`src/rtl/imem_loader_pkg.sv`:
```
// Shared types and framing constants for the instruction-memory loader.
// Latency: n/a (types only).  Backpressure: n/a.
package imem_loader_pkg;

    typedef enum logic [2:0] {
        S_IDLE,
        S_CNT_HI,
        S_CNT_LO,
        S_WORD,
        S_WRITE,
        S_CHECK,
        S_DONE,
        S_ERR
    } state_t;

    typedef enum logic [1:0] {
        ERR_NONE  = 2'd0,
        ERR_COUNT = 2'd1,
        ERR_UPPER = 2'd2,
        ERR_CSUM  = 2'd3
    } err_code_t;

    localparam int BYTES_PER_WORD = 4;
    localparam int HDR_LEN        = 2;
    localparam int WORD_W         = BYTES_PER_WORD * 8;
    localparam int IDX_W          = $clog2(BYTES_PER_WORD);

endpackage

```
`src/rtl/loader_word_asm.sv`:
```
// LSB-first byte-to-word assembler; word_done strobes on the last byte of a word.
// Latency: word is combinational with the final byte.  Backpressure: advances only on en.
module loader_word_asm
    import imem_loader_pkg::*;
(
    input  logic              clk,
    input  logic              rst,
    input  logic              clr,
    input  logic              en,
    input  logic [7:0]        byte_in,
    output logic [WORD_W-1:0] word,
    output logic              word_done
);

    logic [IDX_W-1:0]  idx;
    logic [WORD_W-9:0] sr;

    always_ff @(posedge clk or negedge rst) begin
        if (!rst) begin
            idx <= '0;
            sr  <= '0;
        end else if (clr) begin
            idx <= '0;
            sr  <= '0;
        end else if (en) begin
            idx <= idx + IDX_W'(1);
            sr  <= {byte_in, sr[WORD_W-9:8]};
        end
    end

    // The incoming byte is the top byte, so the full word is visible while it is accepted.
    assign word      = {byte_in, sr};
    assign word_done = en && (idx == IDX_W'(BYTES_PER_WORD - 1));

endmodule

```
`src/rtl/imem_loader.sv`:
```
// Frame loader: count, LSB-first words and XOR checksum written into instruction memory.
// Latency: imem_we one cycle after each 4th word byte; done/error one cycle after the deciding byte.
// Backpressure: in_ready low in IDLE, WRITE, DONE and ERR; in_valid gaps stall without side effects.
module imem_loader
    import imem_loader_pkg::*;
#(
    parameter int ADDR_W = 16,
    parameter int INST_W = 26,
    parameter int DEPTH  = 1024
) (
    input  logic              clk,
    input  logic              rst,
    input  logic              start,
    input  logic              in_valid,
    input  logic [7:0]        in_data,
    output logic              in_ready,
    output logic              imem_we,
    output logic [ADDR_W-1:0] imem_addr,
    output logic [INST_W-1:0] imem_data,
    output logic              cpu_hold,
    output logic              done,
    output logic              error,
    output logic [1:0]        error_code,
    output logic [ADDR_W-1:0] words_loaded
);

    localparam int            NW      = HDR_LEN * 8;
    localparam int            CW      = ADDR_W + 1;
    localparam logic [CW-1:0] DEPTH_C = CW'(DEPTH);

    state_t            state, state_nxt;
    err_code_t         err_code, code_nxt;
    logic [7:0]        xor_acc, xor_nxt;
    logic [7:0]        cnt_hi, cnt_hi_nxt;
    logic [CW-1:0]     count, count_nxt;
    logic [ADDR_W-1:0] widx, widx_nxt;
    logic [ADDR_W-1:0] addr_nxt, wl_nxt;
    logic [INST_W-1:0] data_nxt;
    logic              we_nxt;
    logic [NW-1:0]     n_full;
    logic              xfer;
    logic              asm_en;
    logic              asm_clr;
    logic [WORD_W-1:0] asm_word;
    logic              asm_done;

    assign xfer       = in_valid && in_ready;
    assign asm_en     = xfer && (state == S_WORD);
    assign n_full     = {cnt_hi, in_data};
    assign error_code = err_code;

    loader_word_asm u_asm (
        .clk       (clk),
        .rst       (rst),
        .clr       (asm_clr),
        .en        (asm_en),
        .byte_in   (in_data),
        .word      (asm_word),
        .word_done (asm_done)
    );

    always_comb begin
        state_nxt  = state;
        code_nxt   = err_code;
        xor_nxt    = xor_acc;
        cnt_hi_nxt = cnt_hi;
        count_nxt  = count;
        widx_nxt   = widx;
        addr_nxt   = imem_addr;
        data_nxt   = imem_data;
        wl_nxt     = words_loaded;
        we_nxt     = 1'b0;
        asm_clr    = 1'b0;

        case (state)
            S_IDLE, S_DONE, S_ERR: begin
                if (start) begin
                    state_nxt = S_CNT_HI;
                    code_nxt  = ERR_NONE;
                    xor_nxt   = '0;
                    widx_nxt  = '0;
                    addr_nxt  = '0;
                    wl_nxt    = '0;
                    asm_clr   = 1'b1;
                end
            end
            S_CNT_HI: begin
                if (xfer) begin
                    cnt_hi_nxt = in_data;
                    xor_nxt    = xor_acc ^ in_data;
                    state_nxt  = S_CNT_LO;
                end
            end
            S_CNT_LO: begin
                if (xfer) begin
                    xor_nxt   = xor_acc ^ in_data;
                    count_nxt = CW'(n_full);
                    if (CW'(n_full) > DEPTH_C) begin
                        state_nxt = S_ERR;
                        code_nxt  = ERR_COUNT;
                    end else if (n_full == '0) begin
                        state_nxt = S_CHECK;
                    end else begin
                        state_nxt = S_WORD;
                    end
                end
            end
            S_WORD: begin
                if (xfer) begin
                    xor_nxt = xor_acc ^ in_data;
                    if (asm_done) begin
                        if (asm_word[WORD_W-1:INST_W] != '0) begin
                            state_nxt = S_ERR;
                            code_nxt  = ERR_UPPER;
                        end else begin
                            state_nxt = S_WRITE;
                            we_nxt    = 1'b1;
                            data_nxt  = asm_word[INST_W-1:0];
                            addr_nxt  = widx;
                            widx_nxt  = widx + ADDR_W'(1);
                            wl_nxt    = widx + ADDR_W'(1);
                        end
                    end
                end
            end
            S_WRITE: begin
                // widx already points past the word being written this cycle.
                state_nxt = ({1'b0, widx} == count) ? S_CHECK : S_WORD;
            end
            S_CHECK: begin
                if (xfer) begin
                    if (in_data == xor_acc) begin
                        state_nxt = S_DONE;
                    end else begin
                        state_nxt = S_ERR;
                        code_nxt  = ERR_CSUM;
                    end
                end
            end
            default: state_nxt = S_IDLE;
        endcase
    end

    // Status flags are registered decodes of the next state so they track state exactly.
    always_ff @(posedge clk or negedge rst) begin
        if (!rst) begin
            state        <= S_IDLE;
            err_code     <= ERR_NONE;
            xor_acc      <= '0;
            cnt_hi       <= '0;
            count        <= '0;
            widx         <= '0;
            imem_we      <= 1'b0;
            imem_addr    <= '0;
            imem_data    <= '0;
            words_loaded <= '0;
            in_ready     <= 1'b0;
            cpu_hold     <= 1'b1;
            done         <= 1'b0;
            error        <= 1'b0;
        end else begin
            state        <= state_nxt;
            err_code     <= code_nxt;
            xor_acc      <= xor_nxt;
            cnt_hi       <= cnt_hi_nxt;
            count        <= count_nxt;
            widx         <= widx_nxt;
            imem_we      <= we_nxt;
            imem_addr    <= addr_nxt;
            imem_data    <= data_nxt;
            words_loaded <= wl_nxt;
            in_ready     <= state_nxt inside {S_CNT_HI, S_CNT_LO, S_WORD, S_CHECK};
            cpu_hold     <= (state_nxt != S_DONE);
            done         <= (state_nxt == S_DONE);
            error        <= (state_nxt == S_ERR);
        end
    end

endmodule

```
`config.mk`:
```
export PLATFORM = sky130hd
export DESIGN_NAME = imem_loader
export DESIGN_NICKNAME = d
export VERILOG_FILES = /design/src/rtl/imem_loader_pkg.sv /design/src/rtl/loader_word_asm.sv /design/src/rtl/imem_loader.sv
export SDC_FILE = /design/constraint.sdc
export NUM_CORES = 1
export LEC_CHECK = 0
export CORE_MARGIN = 2
export CORE_UTILIZATION = 59
export DETAILED_ROUTE_END_ITERATION = 8
export PLACE_DENSITY = 0.85
export SLEW_MARGIN = 20
export SYNTH_ARGS = -nofsm -noshare
export SYNTH_HDL_FRONTEND = slang
export SYNTH_SLANG_ARGS = --single-unit
```
`constraint.sdc`:
```
create_clock -name clk -period 4.2 [get_ports clk]
set_input_delay 1.26 -clock clk [delete_from_list [all_inputs] [get_ports clk]]
set_output_delay 1.26 -clock clk [all_outputs]
set_load 0.05 [all_outputs]
```
==> results of run 1 <==
## kinds of logic (layout without fill, tap and decap cells)
kind of cell | count (synthesis) | after routing | synth area share, %
simple gates | 210 | 210 | 17.0
flops | 126 | 126 | 54.7
compound gates | 71 | 71 | 7.23
mux | 53 | 53 | 11.5
xor+xnor | 39 | 39 | 5.93
buf+inv | 32 | 120 | 3.15
fa+ha+maj | 2 | 2 | 0.434
## per-layer routing
layer | track usage [%] | vias to the layer above | part of all wire [%]
met2 | 43.9 | 199 | 49
met4 | 15.4 | 0 | 3.2
met3 | 7.46 | 42 | 6.6
met1 | 36.7 | 2203 | 41
met5 | 0 | - | 0
li1 | - | 1975 | -
## flip-flops by register name (all words and copies together) (netlist names)
register    flops
u_asm.sr       24
xor_acc         8
state           3
error_code      2
error           1
in_ready        1
u_asm.idx       2
imem_data      26
cpu_hold        1
count          16
imem_we         1
widx           16
cnt_hi          8
imem_addr      16
done            1
## cell usage in the layout (no fill, tap or decap), types with 2 or more instances in the layout
cell type        netlist  layout
xnor2_1               14      14
clkdlybuf4s50_1        0      75
a31oi_1                4       4
o21a_1                 2       2
and3b_1                2       2
mux2_2                33      33
mux2_4                18      18
clkbuf_8               0       5
o21ai_1                2       2
nor2b_1                3       3
nor2_1                36      36
buf_4                  3       9
o21ai_0               19      19
bufinv_16              0       2
a21oi_1               31      31
and3_1                 5       5
inv_1                  3       3
ha_1                   2       2
clkbuf_16              0      16
xor2_1                25      25
clkinvlp_4             0       4
dfrtp_1              125     125
a21o_1                 2       2
clkinv_4               0       2
inv_6                  0       2
nand3_1               26      26
nand4_1                8       8
nor3_1                 6       6
nor4_1                 6       6
and2_1                 2       2
nand2_1              103     103
## layout make-up
class / instances / area (um2) / share of cell area, %
Sequential cell: 126 / 3150 / 43.8
Timing Repair Buffer: 85 / 838 / 11.6
Tap cell: 133 / 166 / 2.31
Clock buffer: 21 / 469 / 6.52
Multi-Input combinational cell: 375 / 2430 / 33.7
Clock inverter: 11 / 130 / 1.81
Inverter: 3 / 11.3 / 0.156
## power groups by stage
stage               Clock [mW]  Sequential [mW]  Combinational (mW)
detailed placement           0             1.98                1.88
CTS                       1.47             1.97                1.91
finish                    1.47             1.98                1.91
global placement             0             1.96                1.82
global route              1.52             2.03                2.05
floorplan                    0             2.31               0.996
## per-stage QoR
| step | area (um2) | hold slack [ps] | std cells | power [mW] | setup slack (ps) |
|---|---|---|---|---|---|
| final | 7200 | 470 | 754 | 5.36 | 893 |
| after global routing | 7200 | 489 | 754 | 5.60 | 797 |
| after CTS | 7200 | 472 | 754 | 5.36 | 947 |
| after detailed placement | 6600 | 459 | 722 | 3.86 | 408 |
| after global placement | 6600 | 454 | 722 | 3.78 | 504 |
| after floorplan | 5760 | 471 | 533 | 3.30 | 1360 |
## worst paths after layout
| check | slack (ps) | endpoint |
|---|---|---|
| setup / recovery | 890 | imem_data[8] |
| hold / removal | 470 | imem_addr[2] |
| setup reg to reg | 1200 | imem_data[8] |
| hold reg to reg | 470 | imem_addr[2] |
| max in group asynchronous | 2550 | cpu_hold |
| min in group asynchronous | 790 | imem_data[5] |
## worst min-delay path: cells and delay by family (launching register included)
family           cells  cell delay, ps
flip-flops           1             340
AND/OR/NAND/NOR      2             100
==> impl_results.md, run 1 <==
* CP Buf/Inv Count at 1
* Sequential share of power at 37.0%
* DRT Wirelength at 13.9 mm
* Synth top cells by count: 125 x dfrtp_1, 103 x nand2_1, 36 x nor2_1, 33 x mux2_2, 31 x a21oi_1
* Initial antenna violation count at 0
* Int Pwr at 3.29 mW
* CP max FO at 28
* P_leak at 3.26 nW
* Total CTS buffers at 17
* Hold path startpoint: imem_addr[2]
* DR WL/cell at 18.4 um
* # setup viols final at 0
* CTS tree: yes
* R2r startpoint: state[1]
* Share of the yosys chip area belonging to registers at 54.7%
* Critical-path cell list: clkdlybuf4s50_1 > nor4_4 > nand3_2 > a21o_1 > nor2_8 > mux2_2
* Die Ht at 103 um
* DP Wirelength at 8.67 mm
* Critical path type: in -> reg
* Largest net degree at the start of global routing at 67
* Syn-to-layout area delta at 24.9%
* Via count at 4,419
* Leading register cell type out of synthesis: dfrtp_1
* Netlist cell types at 56
* Delay-heaviest family, CP: simple AND/OR/NAND/NOR gates
* Clock Path Buffers at 2
* ANT nets after route at 0
* Slowest cell delay on critical path at 570 ps
* Fin. max-slew vios at 0
* Synthesized Nets at 547
* Final Critical Period at 3310 ps
* WHS Path Cells at 2
* # IOs at 77
* Root Buffer: clkbuf_8
* Vias in the first global route at 4,427
* Post-synth EDFFs at 0
* Chip width at 103 um
* HP Class: reg -> reg
* Max Fclk at 0.302 GHz
* Area leader, netlist: dfrtp_1
* Async SR Flop Fraction at 100%
* Post-cts hold buffer count at 0
* CTS Sinks at 126
* Crit path from: in_data[2]
* H-tree lvl count at 4
* Status: complete, no violations
* RSZ-0062 raised after global routing: false
* DRT Pass-1 Iters at 5
* Final Cycle Share at 78.7%
* Max Cap Viol at 0
* # port buffers at 76
* P_sw at 2.07 mW
* Top cell type's share of synthesized area at 54.3%
* Peak supply drop at 0.390 mV
* Antenna Diode Count at 0
* Iter 0 DRT Violations at 293
* Worst Clk Skew at 8.21 ps
* Post-Syn Instances at 533
* CP max stage cell: clkdlybuf4s50_1
* Mean Syn Cell Area at 10.8 um2
* WP data required at 4610 ps
* PD cells at 744 nW/um2
* Reg2reg path depth at 5
* First-pass GRT wire length at 22.3 mm
* Worst-Skew Late Latency at 530 ps
* Final Hold Fails at 0
* Total Routing Usage GR at 28.3%
* Die area at 10,600 um2
* Relative slew slack at 39.6%
* Total negative slack at 0 ps
* Area of the core at 9640 um2
* Via density at 5.86
* Final nets at 622
* Reg clk slew, reported paths at 60 ps
* Total stage count of the critical path at 6
* Final Util at 74.7%
* Synth warn at 0
* Clock power frac at 27.4%
* Drt drc at 0
* Startpoint types: input port
* Post-synthesis register bit count at 126
* Critical Path AT at 3720 ps
* Initial Utilization at 59.8%
* Mapped Area at 5760 um2
* Power share of the combinational group at 35.7%
* Post-cts sizing count at 0
* Sw Ratio at 38.6%
* Synth area leaders: dfrtp_1 54%, nand2_1 6.7%, mux2_2 6.4%
* Row cnt at 36
* GRT overflow at 0
* Final Wtd Congestion at 0.937
* Setup crit end kind: flop
* Most numerous cell in the Yosys netlist: dfrtp_1
* Postcts setup bufs at 0
* Worst-Margin Slew at 904 ps
* Fraction of layout cells with a size suffix above 1 at 16.3%
* Filler Cell Count at 642
Power figures use the tool's default switching activity.
==> inputs of run 2 (changes only) <==
--- a/config.mk
+++ b/config.mk
@@ -6,9 +6,9 @@
 export NUM_CORES = 1
 export LEC_CHECK = 0
 export CORE_MARGIN = 2
-export CORE_UTILIZATION = 59
+export CORE_UTILIZATION = 55
 export DETAILED_ROUTE_END_ITERATION = 8
-export PLACE_DENSITY = 0.85
+export PLACE_DENSITY = 0.8
 export SLEW_MARGIN = 20
 export SYNTH_ARGS = -nofsm -noshare
 export SYNTH_HDL_FRONTEND = slang
==> constraint.sdc (replaced) <==
create_clock -name clk -period 3.2 [get_ports clk]
set_input_delay 0.96 -clock clk [delete_from_list [all_inputs] [get_ports clk]]
set_output_delay 0.96 -clock clk [all_outputs]
set_load 0.05 [all_outputs]
==> impl_results.md, run 2 (synthesized netlist as in run 1, its figures left out) <==
* Largest net degree at the start of global routing at 56
* H-tree lvl count at 4
* Worst-Skew Late Latency at 530 ps
* Vias in the first global route at 4,484
* # port buffers at 76
* Final Critical Period at 2900 ps
* Final Hold Fails at 0
* Row cnt at 37
* Power Total at 7.09 mW
* Top sig layer: met4
* Critical Path AT at 1940 ps
* Slowest cell delay on critical path at 870 ps
* Worst Clk Skew at 6.96 ps
* Top Registers: imem_data x26, u_asm.sr x24
* DRT Pass-1 Iters at 5
* Total Routing Usage GR at 26.2%
* Iter 0 DRT Violations at 291
* WP data required at 2240 ps
* Worst-Margin Slew at 630 ps
* Routed wl met2 at 7.08 mm
* Fraction of layout cells with a size suffix above 1 at 18.0%
* Die Ht at 106 um
* Delay-heaviest family, CP: buffers and inverters
* PD cells at 965 nW/um2
* Total CTS buffers at 17
* Critical path type: reg -> out
* Postcts setup bufs at 0
* CTS tree: yes
* Initial Utilization at 56.3%
* ANT nets after route at 0
* DR WL/cell at 17.8 um
* Post-cts sizing count at 0
* Final nets at 636
* Hold_ws at 335 ps
* # setup viols final at 0
* DP Wirelength at 9.00 mm
* Post-cts hold buffer count at 0
* Chip width at 106 um
* Syn-to-layout area delta at 27.4%
* Most frequent cells in the layout: 125 x dfrtp_1, 103 x nand2_1, 75 x clkdlybuf4s50_1, 36 x nor2_1, 33 x mux2_2
* Status: complete, no violations
* Die area at 11,300 um2
* Root Buffer: clkbuf_8
* Filler Cell Count at 672
* Fin. max-slew vios at 0
* Via density at 5.75
* Reg clk slew, reported paths at 60 ps
* Largest reg by FF count: imem_data
* CP max FO at 8
* Final Wtd Congestion at 0.882
* CTS Sinks at 126
* Max Fclk at 0.344 GHz
* Initial antenna violation count at 0
* Antenna Diode Count at 0
* DRT Wirelength at 13.7 mm
* Setup crit end kind: output port
* CP max stage cell: clkdlybuf4s50_1
* Total negative slack at 0 ps
* Commonest non-fill, non-tap cell in the layout: dfrtp_1
* Relative slew slack at 58.0%
* HP Class: in -> async
* CP Buf/Inv Count at 1
* First-pass GRT wire length at 22.9 mm
* Clock Path Buffers at 2
* Via count at 4,432
* Met1 Routed Length at 5.62 mm
* Metal3 WL at 850 um
* Final Cycle Share at 90.8%
* P_leak at 3.35 nW
* Max Cap Viol at 0
* Startpoint types: flop
* Area of the core at 10,200 um2
* Drt drc at 0
* RSZ-0062 raised after global routing: false
* Peak supply drop at 0.510 mV
* Max FFs per register at 26
* Critical-path cell list: clkdlybuf4s50_1
* # IOs at 77
* GRT overflow at 0
-- run 2: changes by cell type in the layout (fill, tap and decap cells not counted) --
cell / before / now
clkinvlp_4: 4 / 0
clkinv_2: 1 / 0
clkbuf_1: 0 / 1
bufinv_16: 2 / 3
inv_6: 2 / 6
buf_4: 9 / 21
clkinv_4: 2 / 4
buf_12: 1 / 3
clkbuf_8: 5 / 2
-- run 2: layout make-up --
cell class / count / area, um2 / share of cell area [%]
Clock buffer: 19 / 432 / 5.88
Timing Repair Buffer: 99 / 968 / 13.2
Inverter: 3 / 11.3 / 0.153
Clock inverter: 13 / 178 / 2.42
Multi-Input combinational cell: 375 / 2430 / 33.1
Tap cell: 136 / 170 / 2.32
Sequential cell: 126 / 3150 / 43.0
-- run 2: power by group --
part	total, mW	internal [mW]	switching (mW)
combinational	2.54	1.05	1.49
sequential	2.58	2.11	0.472
clock	1.97	1.23	0.744
-- run 2: stage by stage --
stage / setup WS, ps / std cells / cell area (um2) / utilization [%]
6_report: 295 / 771 / 7340 / 71.8
5_1_grt: 258 / 771 / 7340 / 71.8
4_1_cts: 286 / 771 / 7340 / 71.8
3_5_place_dp: 109 / 739 / 6730 / 65.8
3_3_place_gp: 157 / 739 / 6730 / 65.8
2_1_floorplan: 658 / 533 / 5760 / -
-- run 2: final timing paths --
check                             start         endpoint  slack (ps)  cells after the start
max                             widx[3]  words_loaded[3]         300                      1
min                                 rst     imem_addr[0]         330                      1
max reg2reg                    state[2]          widx[7]         830                      7
min reg2reg                imem_addr[7]     imem_addr[7]         470                      2
max in group asynchronous           rst    imem_data[18]        2140                      2
min in group clk           imem_addr[7]     imem_addr[7]         470                      2
-- run 2: routing by layer --
layer  track usage, %  up-vias
li1                 -     2007
met1             33.6     2239
met2             43.9      165
met3             7.42       21
met4             6.67        0
met5                0        -
